`config.mk`:
```
export PLATFORM = sky130hd
export DESIGN_NAME = fc_net_main
export DESIGN_NICKNAME = d
export VERILOG_FILES = /design/src/rtl/fc_net_main.sv
export SDC_FILE = /design/constraint.sdc
export NUM_CORES = 1
export LEC_CHECK = 0
export ABC_AREA = 1
export CORE_ASPECT_RATIO = 1.2
export CORE_UTILIZATION = 61
export CTS_BUF_LIST = sky130_fd_sc_hd__clkbuf_16
export CTS_CLUSTER_DIAMETER = 50
export CTS_CLUSTER_SIZE = 20
export DETAILED_ROUTE_END_ITERATION = 12
export PLACE_DENSITY = 0.74
export SYNTH_ARGS = -nofsm -noshare
export SYNTH_HDL_FRONTEND = slang
export SYNTH_SLANG_ARGS = --single-unit
export TNS_END_PERCENT = 100
```
`constraint.sdc`:
```
create_clock -name clk -period 7.33 [get_ports clk]
set_clock_uncertainty 0.2 [all_clocks]
set_input_delay 1.466 -clock clk [delete_from_list [all_inputs] [get_ports clk]]
set_output_delay 1.466 -clock clk [all_outputs]
set_load 0.02 [all_outputs]
```
`src/rtl/fc_net_main.sv`:
```
// Two-layer fully-connected classifier with constant ROMs, one sequential MAC and argmax.
// Runs one inference per enable request and holds the class index until enable drops.
module fc_net_main #(
  parameter int firstLayerNodes  = 3,
  parameter int secondLayerNodes = 2,
  parameter int thirdLayerNodes  = 10,
  parameter int DATA_W           = 16,
  parameter int FRAC_W           = 8,
  parameter int W2_OVR_MASK      = 0,
  parameter logic signed [DATA_W-1:0] W2_OVR_VAL = '0
) (
  input  logic       clk,
  input  logic       reset,
  input  logic       enable,
  output logic       finished,
  output logic [3:0] result
);

  localparam int F  = firstLayerNodes;
  localparam int S  = secondLayerNodes;
  localparam int T  = thirdLayerNodes;
  localparam int PW = 2 * DATA_W;
  localparam int AW = PW + 8;
  localparam int CW = 8;

  localparam logic signed [DATA_W-1:0] W1_VAL = DATA_W'(1 << FRAC_W);
  localparam logic signed [DATA_W-1:0] B1_VAL = '0;
  localparam logic signed [DATA_W-1:0] B2_VAL = '0;
  localparam logic signed [AW-1:0] SAT_MAX = {{(AW-DATA_W+1){1'b0}}, {(DATA_W-1){1'b1}}};
  localparam logic signed [AW-1:0] SAT_MIN = {{(AW-DATA_W+1){1'b1}}, {(DATA_W-1){1'b0}}};

  typedef enum logic [2:0] {S_IDLE, S_L1, S_L2, S_ARG, S_DONE} state_t;

  function automatic logic signed [DATA_W-1:0] x_rom(input int i);
    return DATA_W'((i + 1) << FRAC_W);
  endfunction

  // Row k of W2 is constant across hidden inputs; a masked row takes the override value.
  function automatic logic signed [DATA_W-1:0] w2_rom(input int k);
    if (((W2_OVR_MASK >> k) & 1) != 0) return W2_OVR_VAL;
    return DATA_W'(((T - k) << FRAC_W) >>> 2);
  endfunction

  function automatic logic signed [DATA_W-1:0] bias_shift_sat(
    input logic signed [AW-1:0]     acc,
    input logic signed [DATA_W-1:0] bias
  );
    logic signed [AW-1:0] bias_ext;
    logic signed [AW-1:0] sum;
    logic signed [AW-1:0] sh;
    bias_ext = {{(AW-DATA_W){bias[DATA_W-1]}}, bias};
    sum      = acc + (bias_ext <<< FRAC_W);
    sh       = sum >>> FRAC_W;
    if (sh > SAT_MAX) return SAT_MAX[DATA_W-1:0];
    if (sh < SAT_MIN) return SAT_MIN[DATA_W-1:0];
    return sh[DATA_W-1:0];
  endfunction

  function automatic logic signed [DATA_W-1:0] relu(input logic signed [DATA_W-1:0] v);
    return (v < 0) ? '0 : v;
  endfunction

  state_t                    state_q, state_d;
  logic signed [AW-1:0]      acc_q, acc_d;
  logic [CW-1:0]             in_cnt_q, in_cnt_d;
  logic [CW-1:0]             nrn_cnt_q, nrn_cnt_d;
  logic signed [DATA_W-1:0]  h_q [S];
  logic signed [DATA_W-1:0]  h_d [S];
  logic signed [DATA_W-1:0]  o_q [T];
  logic signed [DATA_W-1:0]  o_d [T];
  logic signed [DATA_W-1:0]  best_val_q, best_val_d;
  logic [3:0]                best_idx_q, best_idx_d;
  logic                      finished_q, finished_d;
  logic [3:0]                result_q, result_d;

  logic signed [DATA_W-1:0]  mac_a, mac_b, o_cur, fin_val;
  logic signed [PW-1:0]      prod;
  logic signed [AW-1:0]      prod_ext;
  logic signed [DATA_W-1:0]  cand_val;
  logic [3:0]                cand_idx;

  // Operand muxes: L1 walks x against W1, L2 walks h against the current W2 row.
  always_comb begin
    mac_a = '0;
    mac_b = '0;
    o_cur = '0;
    if (state_q == S_L1) begin
      mac_b = W1_VAL;
      for (int i = 0; i < F; i++)
        if (in_cnt_q == CW'(i)) mac_a = x_rom(i);
    end else if (state_q == S_L2) begin
      for (int j = 0; j < S; j++)
        if (in_cnt_q == CW'(j)) mac_a = h_q[j];
      for (int k = 0; k < T; k++)
        if (nrn_cnt_q == CW'(k)) mac_b = w2_rom(k);
    end
    for (int k = 0; k < T; k++)
      if (nrn_cnt_q == CW'(k)) o_cur = o_q[k];
  end

  assign prod     = mac_a * mac_b;
  assign prod_ext = {{(AW-PW){prod[PW-1]}}, prod};

  always_comb begin
    state_d    = state_q;
    acc_d      = acc_q;
    in_cnt_d   = in_cnt_q;
    nrn_cnt_d  = nrn_cnt_q;
    h_d        = h_q;
    o_d        = o_q;
    best_val_d = best_val_q;
    best_idx_d = best_idx_q;
    finished_d = finished_q;
    result_d   = result_q;
    fin_val    = '0;
    cand_val   = best_val_q;
    cand_idx   = best_idx_q;
    case (state_q)
      S_IDLE: begin
        finished_d = 1'b0;
        if (enable) begin
          state_d   = S_L1;
          acc_d     = '0;
          in_cnt_d  = '0;
          nrn_cnt_d = '0;
        end
      end
      S_L1: begin
        if (in_cnt_q != CW'(F)) begin
          acc_d    = acc_q + prod_ext;
          in_cnt_d = in_cnt_q + 1'b1;
        end else begin
          fin_val = relu(bias_shift_sat(acc_q, B1_VAL));
          for (int j = 0; j < S; j++)
            if (nrn_cnt_q == CW'(j)) h_d[j] = fin_val;
          acc_d    = '0;
          in_cnt_d = '0;
          if (nrn_cnt_q == CW'(S - 1)) begin
            nrn_cnt_d = '0;
            state_d   = S_L2;
          end else begin
            nrn_cnt_d = nrn_cnt_q + 1'b1;
          end
        end
      end
      S_L2: begin
        if (in_cnt_q != CW'(S)) begin
          acc_d    = acc_q + prod_ext;
          in_cnt_d = in_cnt_q + 1'b1;
        end else begin
          fin_val = bias_shift_sat(acc_q, B2_VAL);
          for (int k = 0; k < T; k++)
            if (nrn_cnt_q == CW'(k)) o_d[k] = fin_val;
          acc_d    = '0;
          in_cnt_d = '0;
          if (nrn_cnt_q == CW'(T - 1)) begin
            nrn_cnt_d = '0;
            state_d   = S_ARG;
          end else begin
            nrn_cnt_d = nrn_cnt_q + 1'b1;
          end
        end
      end
      S_ARG: begin
        // Strictly-greater replacement keeps the lowest index on ties.
        if (nrn_cnt_q == '0 || o_cur > best_val_q) begin
          cand_val = o_cur;
          cand_idx = nrn_cnt_q[3:0];
        end
        best_val_d = cand_val;
        best_idx_d = cand_idx;
        if (nrn_cnt_q == CW'(T - 1)) begin
          result_d   = cand_idx;
          finished_d = 1'b1;
          nrn_cnt_d  = '0;
          state_d    = S_DONE;
        end else begin
          nrn_cnt_d = nrn_cnt_q + 1'b1;
        end
      end
      S_DONE: begin
        if (!enable) begin
          state_d    = S_IDLE;
          finished_d = 1'b0;
        end
      end
      default: state_d = S_IDLE;
    endcase
  end

  always_ff @(posedge clk or negedge reset) begin
    if (!reset) begin
      state_q    <= S_IDLE;
      acc_q      <= '0;
      in_cnt_q   <= '0;
      nrn_cnt_q  <= '0;
      for (int j = 0; j < S; j++) h_q[j] <= '0;
      for (int k = 0; k < T; k++) o_q[k] <= '0;
      best_val_q <= '0;
      best_idx_q <= '0;
      finished_q <= 1'b0;
      result_q   <= '0;
    end else begin
      state_q    <= state_d;
      acc_q      <= acc_d;
      in_cnt_q   <= in_cnt_d;
      nrn_cnt_q  <= nrn_cnt_d;
      h_q        <= h_d;
      o_q        <= o_d;
      best_val_q <= best_val_d;
      best_idx_q <= best_idx_d;
      finished_q <= finished_d;
      result_q   <= result_d;
    end
  end

  assign finished = finished_q;
  assign result   = result_q;

endmodule

```
# Yosys cells after proc, flatten, opt, wreduce, memory -nomap -nowiden
# Cells that the tools add are included.
# word_totals
in_bits	3
register_bits	276
output_inout_bits	5
wordCells	154
# classes
n_reduce_logical	25
order_cmp	4
add_sub_neg	3
n_eq_ne	24
mux	75
multipliers	1
bitwise	2
# op_table
operator	n
$mux W16	35
$mux W40	3
$pmux W40 S3	1
$mux W8	7
$add A40 B32 Y40	1
$reduce_and A3 Y1	13
$eq A8 B3 Y1 const B	4
$gt A32 B16 Y1 const B	1
$lt A32 B16 Y1 const B	1
$mul A16 B16 Y32	1
$pmux W8 S4	1
$eq A8 B2 Y1 const B	3
$pmux W8 S3	1
$mux W3	7
$mux W10	2
$add A8 B1 Y8 const B	2
$eq A8 B1 Y1 const B	2
$eq A8 B4 Y1 const B	2
$gt A16 B16 Y1	1
$logic_not A8 Y1	2
$lt A16 B1 Y1 const B	1
$ne A8 B2 Y1 const B	2
$pmux W3 S5	1
$mux W1	14
other kinds (16)	26

# Depth between registers and ports, before layout
# Gate-level depths: netlist of the first run.
# logic_depth
word_depth	17
mapped_depth	36
mapped_depth_nobuf	35

# Worst setup path before layout of the first run
# No wires, ideal clock.
# synth_path
path_kind	register -> register
startpoint	reg nrn_cnt_q[0]
endpoint	reg acc_q[28]
setup_ns	0.123
path_stages_with_launch	32
required_time_ns	7.007
t_arrival_ns	5.596
setup_slack_ns	1.411
synth_period_minus_slack_ns	5.919
n_path_buf	1
cell_sequence	dfrtp_1 inv_1 ha_1 nand3_2 nor2_4 inv_2 nand2_1 inv_2 nand3_1 a31oi_2 inv_2 buf_2 nand2_1 fa_1 inv_1 ha_1 ha_1 ha_1 fa_1 inv_1 fa_1 inv_1 ha_1 a21oi_1 o21ai_0 a21oi_1 nand2_1 nand2_1 nand2_1 nand2_1 xor2_1 nor2_1
# synth_between
elab_chain_len	17
elab_cells_between_ends	27
cone_classes	1 x add/sub; 1 x mul; 9 x eq/ne; 15 x mux; 1 x reduce/logical
# synth_rtl
item	line_no	text
start, declared	66	logic [CW-1:0] nrn_cnt_q, nrn_cnt_d;
start signal, assigned	207	nrn_cnt_q <= nrn_cnt_d;
$logic_not A8 Y1	95	if (nrn_cnt_q == CW'(k)) mac_b = w2_rom(k);
$mux W10	95	
$mux W16 (8 in series)	95	
$mux W16 *	95	
$mux W16 *	91	end else if (state_q == S_L2) begin
$mux W16 *	87	if (state_q == S_L1) begin
$mul A16 B16 Y32 *	101	assign prod = mac_a * mac_b;
$add A40 B32 Y40 *	130, 148	
$mux W40, on equally long branches	147, 129	
$pmux W40 S3 *	118	case (state_q)
end signal, assigned	194	acc_q <= '0;
end signal, assigned	205	acc_q <= acc_d;
end, declared	64	logic signed [AW-1:0] acc_q, acc_d;
# Every way passes the cells marked *; elsewhere a longest branch is shown, timed or not.
# A chain may end at the register's enable or synchronous reset.

# Worst setup path in the final report of the first run
# layout_path
startpoint	reg nrn_cnt_q[0]
endpoint	reg acc_q[36]
# The elaborated chain is that of the path after synthesis.

==> run_results.csv, run 1 <==
group,metric,value,unit
run_status,outcome,"complete, no violations",
pwr,p_clk_frac,0.245,
pwr,power,6.44,mW
floorplanning,fp.dieW,153,um
clock_network,cts_buffers,29,
floorplanning,io_pins,8,
logic_synthesis,synth_flop_cell,"dfrtp_1",
logic_synthesis,synth-edff-count,0,
pwr,power_density,359,nW/um^2
global_route,grt_pass1_wl,69100,um
sta,fin_ws,0.564,ns
worst_hold_path,min_path_type,"reg2reg",
floorplanning,num_rows,66,
clock_network,cts_root_buf,"clkbuf_16",
pwr,ir_worst_vdd,0.000218,V
global_route,grtUsageTotal,0.308,
sta,min_period_over_period,0.923,
sta,whs,0.275,ns
worst_setup_path,r2r-start,"nrn_cnt_q[0]",
clock_network,cts_tree,"yes",
floorplanning,chipHeight,183,um
placement,dp_hpwl,29800,um
pwr,p_sw_frac,0.455,
worst_setup_path,path_max_fanout,13,
route,ant_nets,0,
layout,design_area,17900,sq um
placement,place.gp.congestion,0.892,
sta,max-slew-margin-rel,0.225,
worst_setup_path,crit_arrival,7.06,ns
global_route,antenna_found_initial,0,
clock_network,clk-insertion-delay-late,0.57,ns
logic_synthesis,yosysSeqAreaShare,0.401,
logic_synthesis,yosys.area.top_type_share,0.401,
floorplanning,core,27000,sq um
global_route,grt_pass1_vias,13900,
layout,mostFrequentLayoutCells,"nand2_1 (617), dfrtp_1 (268), inv_1 (238)",
sta,setup_viol,0,
layout,n_antenna_cell,0,
clock_network,htree_levels,1,
placement,place_worst_setup_slack,0.568,ns
worst_setup_path,critPathMaxStageDelay,0.54,ns
clock_network,clk_pin_slew,0.07,ns
logic_synthesis,synth_area_per_cell,7.83,sq um
layout,seqCellArea,6710,sq um
worst_setup_path,cp_top_family,"adder cells",
clock_network,cts_buffer_depth,3,
logic_synthesis,synth_area_leaders,"dfrtp_1 (40%), nand2_1 (14%), ha_1 (8.2%)",
sta,final.setup.tns,0,ns
layout,layout_commonest_cell,"nand2_1",
route,wl_per_cell,16.8,um
layout,drive_above_1_share,0.0801,
logic_synthesis,ys_warn_count,0,
worst_setup_path,crit_buf_inv,7,
global_route,overflow,0,
logic_synthesis,yosysTopAreaCell,"dfrtp_1",
sta,rsz0062_at_grt,"no",
placement,post-place-cells,2408,
layout,nets,2254,
placement,io_buffers,7,
worst_setup_path,reg2regPathDepth,32,
route,route.detailed.drc,0,
route,drt-initial-drc-count,1109,
worst_setup_path,slowest_stage,"fa_1",
layout,stdcell_count,2462,
route,vias,13800,
worst_setup_path,r2r-end,"acc_q[36]",
floorplanning,dieArea,28100,sq um
global_route,grt_max_degree,170,
worst_setup_path,crit_required,7.62,ns
placement,place_area,16900,sq um
layout,fin_util,0.664,
logic_synthesis,syn_inst,2134,
worst_setup_path,path_class,"reg2reg",
run,cap_violations,0,
sta,slew_viol_final,0,
clock_network,cts.sinks,268,
clock_network,postCtsSetupRepairBufs,0,
pwr,pwr-share-seq,0.310,
worst_setup_path,crit_path_start_kind,"flip-flop",
layout,multi_input_area,8530,sq um
worst_setup_path,cp_common_cell,"nand2_1",
sta,hold_viol,0,
worst_setup_path,worstSetupEndpointType,"flip-flop",
worst_setup_path,cp.depth,32,
logic_synthesis,syn_nets,2289,
pwr,intPower,3.51,mW
worst_setup_path,ff2ff_setup_slack,0.56,ns
logic_synthesis,synth_seq_cells,268,
sta,worst_pin_slew,1.16,ns
pwr,p_comb_frac,0.445,
worst_setup_path,critPathLaunch,"nrn_cnt_q[0]",
route,drtPass1Iterations,6,
layout,syn2layout_area_growth,7.28,%
sta,finalCriticalPeriod,6.77,ns
worst_setup_path,critical_path.endpoint,"acc_q[36]",
logic_synthesis,syn_area,16700,sq um
pwr,p_sw,2.93,mW
logic_synthesis,synth-async-reset-ratio,1.00,
route,drt_wl_total,41400,um
pwr,p_leak,9.12,nW
sta,max_freq,0.148,GHz
floorplanning,initial_core_util,0.619,
layout,fillers,2311,
logic_synthesis,ys_types,52,
route,via_per_inst,5.62,
==> routing by layer <==
metal	share of wire	up-vias	global-route usage
met1	0.41	6630	0.382
li1	-	6757	-
met2	0.50	343	0.540
met5	0	-	0
met3	0.042	100	0.0314
met4	0.044	0	0.147
==> cell families after synthesis <==
group	after synthesis	synth area share
AND/OR/NAND/NOR	965	0.245
multiplexers	1	0.000599
adder cells (fa/ha/maj)	152	0.133
flip-flops	268	0.401
buffers and inverters	362	0.0883
AO/OA/AOI/OAI	377	0.127
XOR/XNOR	9	0.00472
==> how the worst min path moves through the flow <==
stage               slack, ns     endpoint   startpoint  cells after the start
finish                   0.27  in_cnt_q[7]  in_cnt_q[7]                      1
global route             0.28  in_cnt_q[7]  in_cnt_q[7]                      1
CTS                      0.27  in_cnt_q[7]  in_cnt_q[7]                      1
detailed placement       0.26  in_cnt_q[7]  in_cnt_q[7]                      1
global placement         0.25  in_cnt_q[7]  in_cnt_q[7]                      1
floorplan                0.23  in_cnt_q[7]  in_cnt_q[7]                      1
==> worst reg2reg max path, delay by kind of cell, from the launching register on <==
| family | cells | cell delay, ns |
|---|---|---|
| adders and majority gates | 8 | 3.01 |
| and+or+nand+nor | 15 | 2.10 |
| buffers and inverters | 7 | 0.66 |
| DFF | 1 | 0.42 |
| AOI/OAI and AO/OA | 2 | 0.33 |
==> sequential cells by signal, summed over array words and instances (netlist names) <==
signal,count
acc_q,34
best_idx_q,4
best_val_q,16
finished,1
h_q,30
in_cnt_q,8
nrn_cnt_q,8
o_q,160
result,4
state_q,3
==> timing repair <==
item / CTS / global route
setup endpoints to repair: 0 / 2
gates resized for setup: 0 / 1
hold buffers: 0 / 0
endpoints found under the hold margin: 0 / 0
==> power groups by stage <==
stage                     Clock (mW)  Sequential [mW]  Combinational [mW]
final                           1.58             2.00                2.86
after detailed placement           0             2.01                2.86
after floorplan                    0             1.97                2.08
after global routing            1.66             2.03                3.22
after CTS                       1.60             1.99                2.87
after global placement             0             2.01                2.79
==> synth_stat cells (7+ instances only) <==
cell and count:
nand2_1 617, dfrtp_1 268, inv_1 238, nor2_1 172
o21ai_1 128, ha_1 109, o21ai_0 98, nand3_1 65
a21oi_1 59, fa_1 43, clkbuf_1 38, buf_2 37
inv_2 35, o31ai_1 24, nor3_1 22, nand4_1 16
o22ai_1 13, or2_2 13, nor2_4 12, nand2_2 11
a22oi_1 10, a21oi_2 8, a31oi_1 8, nor4_1 8
or2_1 8, buf_6 7, o21bai_1 7, xor2_1 7
==> final cells by class <==
type	count	share of cell area
multi-input combinational	1504	0.476
sequential	268	0.374
inverter	275	0.0577
clock buffer	29	0.0405
tap	340	0.0237
clock inverter	25	0.0173
timing repair buffer	21	0.0107
No activity file was read; power rests on OpenSTA's default activity.
==> inputs of run 2 (changes only) <==
Settings changed: CORE_ASPECT_RATIO 1.2 to 1.4, GPL_TIMING_DRIVEN from default to 0.
==> run 2 against run 1 <==
  * Sequential share of layout area decreased by 0.84 points
  * Worst setup slack worse by 0.21 ns
  * Global-route usage up 2.9 points
  * Core utilization up 1.8 points
  * Non-clock buffer count is 76 higher
  * Critical path type unchanged
  * Largest power group unchanged
==> run_results.csv, run 2 (same netlist as run 1, synthesis figures left out) <==
group,metric,value,unit
worst_setup_path,critPathMaxStageDelay,0.55,ns
route,ant_nets,0,
worst_setup_path,crit_buf_inv,8,
pwr,intPower,3.52,mW
worst_setup_path,worstSetupEndpointType,"flip-flop",
sta,setup_viol,0,
layout,n_antenna_cell,0,
clock_network,cts_buffer_depth,3,
pwr,p_sw,3.10,mW
route,drt-initial-drc-count,956,
floorplanning,num_rows,71,
run,cap_violations,0,
layout,stdcell_count,2562,
clock_network,cts_hold_buf,0,
floorplanning,chipHeight,198,um
pwr,p_leak,9.27,nW
route,vias,14400,
clock_network,cts_root_buf,"clkbuf_16",
layout,largest_reg_flops,160,
global_route,grtUsageTotal,0.337,
worst_setup_path,crit_arrival,7.29,ns
sta,final.setup.tns,0,ns
floorplanning,initial_core_util,0.621,
placement,dp_hpwl,33400,um
clock_network,htree_levels,1,
layout,regMostFlops,"o_q",
global_route,grt_pass1_wl,73100,um
global_route,antenna_found_initial,0,
placement,io_buffers,7,
placement,place_worst_setup_slack,0.00810,ns
clock_network,cts_buffers,29,
sta,min_period_over_period,0.952,
floorplanning,fp.dieW,142,um
clock_network,cts.sinks,268,
worst_setup_path,path_class,"reg2reg",
worst_setup_path,crit_required,7.64,ns
sta,slew_viol_final,0,
worst_setup_path,slowest_stage,"fa_1",
global_route,grt_max_degree,101,
pwr,p_clk_frac,0.228,
pwr,pwr-share-seq,0.300,
sta,max_freq,0.143,GHz
route,drt_wl_total,45200,um
floorplanning,io_pins,8,
route,wl_per_cell,17.6,um
floorplanning,core,26900,sq um
worst_setup_path,cp_common_cell,"nand2_1",
route,route.detailed.drc,0,
layout,reg.largest.list,"o_q (160), acc_q (34), h_q (30)",
worst_setup_path,path_max_fanout,10,
route,drtPass1Iterations,6,
run_status,outcome,"complete, no violations",
route,via_per_inst,5.61,
placement,place.gp.congestion,0.905,
worst_setup_path,ff2ff_setup_slack,0.35,ns
placement,post-place-cells,2508,
layout,layout_commonest_cell,"nand2_1",
worst_hold_path,min_path_type,"reg2reg",
clock_network,clk-insertion-delay-late,0.58,ns
sta,max-slew-margin-rel,0.354,
layout,syn2layout_area_growth,9.76,%
pwr,p_sw_frac,0.468,
floorplanning,dieArea,28100,sq um
sta,fin_ws,0.351,ns
clock_network,clk_pin_slew,0.07,ns
pwr,power_density,360,nW/um^2
sta,worst_pin_slew,0.961,ns
worst_setup_path,crit_path_start_kind,"flip-flop",
pwr,ir_worst_vdd,0.000211,V
sta,hold_viol,0,
global_route,grt_pass1_vias,14400,
layout,drive_above_1_share,0.0947,
pwr,p_comb_frac,0.471,
sta,rsz0062_at_grt,"no",
clock_network,cts_tree,"yes",
layout,mostFrequentLayoutCells,"nand2_1 (617), dfrtp_1 (268), inv_1 (238)",
global_route,overflow,0,
layout,nets,2330,
sta,finalCriticalPeriod,6.98,ns
layout,fin_util,0.681,
worst_setup_path,cp_top_family,"adder cells",
## run 2: cell types whose count changed in the layout (fill, tap and decap cells not counted), sizes merged
| cell | change |
|---|---|
| clkinvlp | +1 |
| bufinv | -2 |
| clkbuf | +38 |
| buf | +38 |
| clkinv | +4 |
| inv | -4 |
## run 2: worst register-to-register path, delay by kind of cell, from the launching register on
family / cells / cell delay [ns]
buffers and inverters: 8 / 1.03
AO/OA/AOI/OAI: 2 / 0.34
adder cells (fa/ha/maj): 8 / 3.06
AND/OR/NAND/NOR: 13 / 1.91
flip-flops: 1 / 0.43
## run 2: metal layers
metal,part of all wire,track usage
met4,0.057,0.188
met2,0.51,0.604
met5,0,0
met3,0.045,0.0356
met1,0.39,0.391
## run 2: cell type report
cell class / count / area [sq um]
Inverter: 275 / 1030
Timing Repair Buffer: 10 / 138
Clock buffer: 29 / 726
Sequential cell: 268 / 6710
Clock inverter: 24 / 253
Multi-Input combinational cell: 1504 / 8590
Buffer: 87 / 440
Tap cell: 365 / 457
Fill cell: 2272 / 8570
## run 2: final timing paths
path / start / end / cells after the start
worst min register to register: best_val_q[12] / best_val_q[12] / 2
min in group asynchronous: reset / best_val_q[13] / 1
worst max register to register: nrn_cnt_q[0] / acc_q[36] / 31
worst min-delay path: best_val_q[12] / best_val_q[12] / 2
worst max-delay path: nrn_cnt_q[0] / acc_q[36] / 31
max in group asynchronous: reset / o_q[91] / 3
## run 2: repair_timing
item                                    in CTS  in global routing
resized for setup                            1                  9
pin swaps                                    0                  1
setup buffers                                0                  1
endpoints found under the setup margin       1                 19
## run 2: stage by stage
| step | cell area, sq um | total power [mW] | hold WS (ns) |
|---|---|---|---|
| 6_report | 18300 | 6.61 | 0.276 |
| 5_1_grt | 18300 | 7.05 | 0.294 |
| 4_1_cts | 18300 | 6.57 | 0.283 |
| 3_5_place_dp | 17300 | 5.05 | 0.268 |
| 3_3_place_gp | 17200 | 4.99 | 0.248 |
| 2_1_floorplan | 16700 | 4.06 | 0.232 |
## run 2: power groups by stage
stage               Clock [mW]  Combinational, mW  Sequential [mW]
floorplan                    0               2.08             1.97
global placement             0               2.99             2.00
detailed placement           0               3.05             2.00
CTS                       1.51               3.07             1.98
global route              1.58               3.45             2.02
finish                    1.51               3.12             1.99
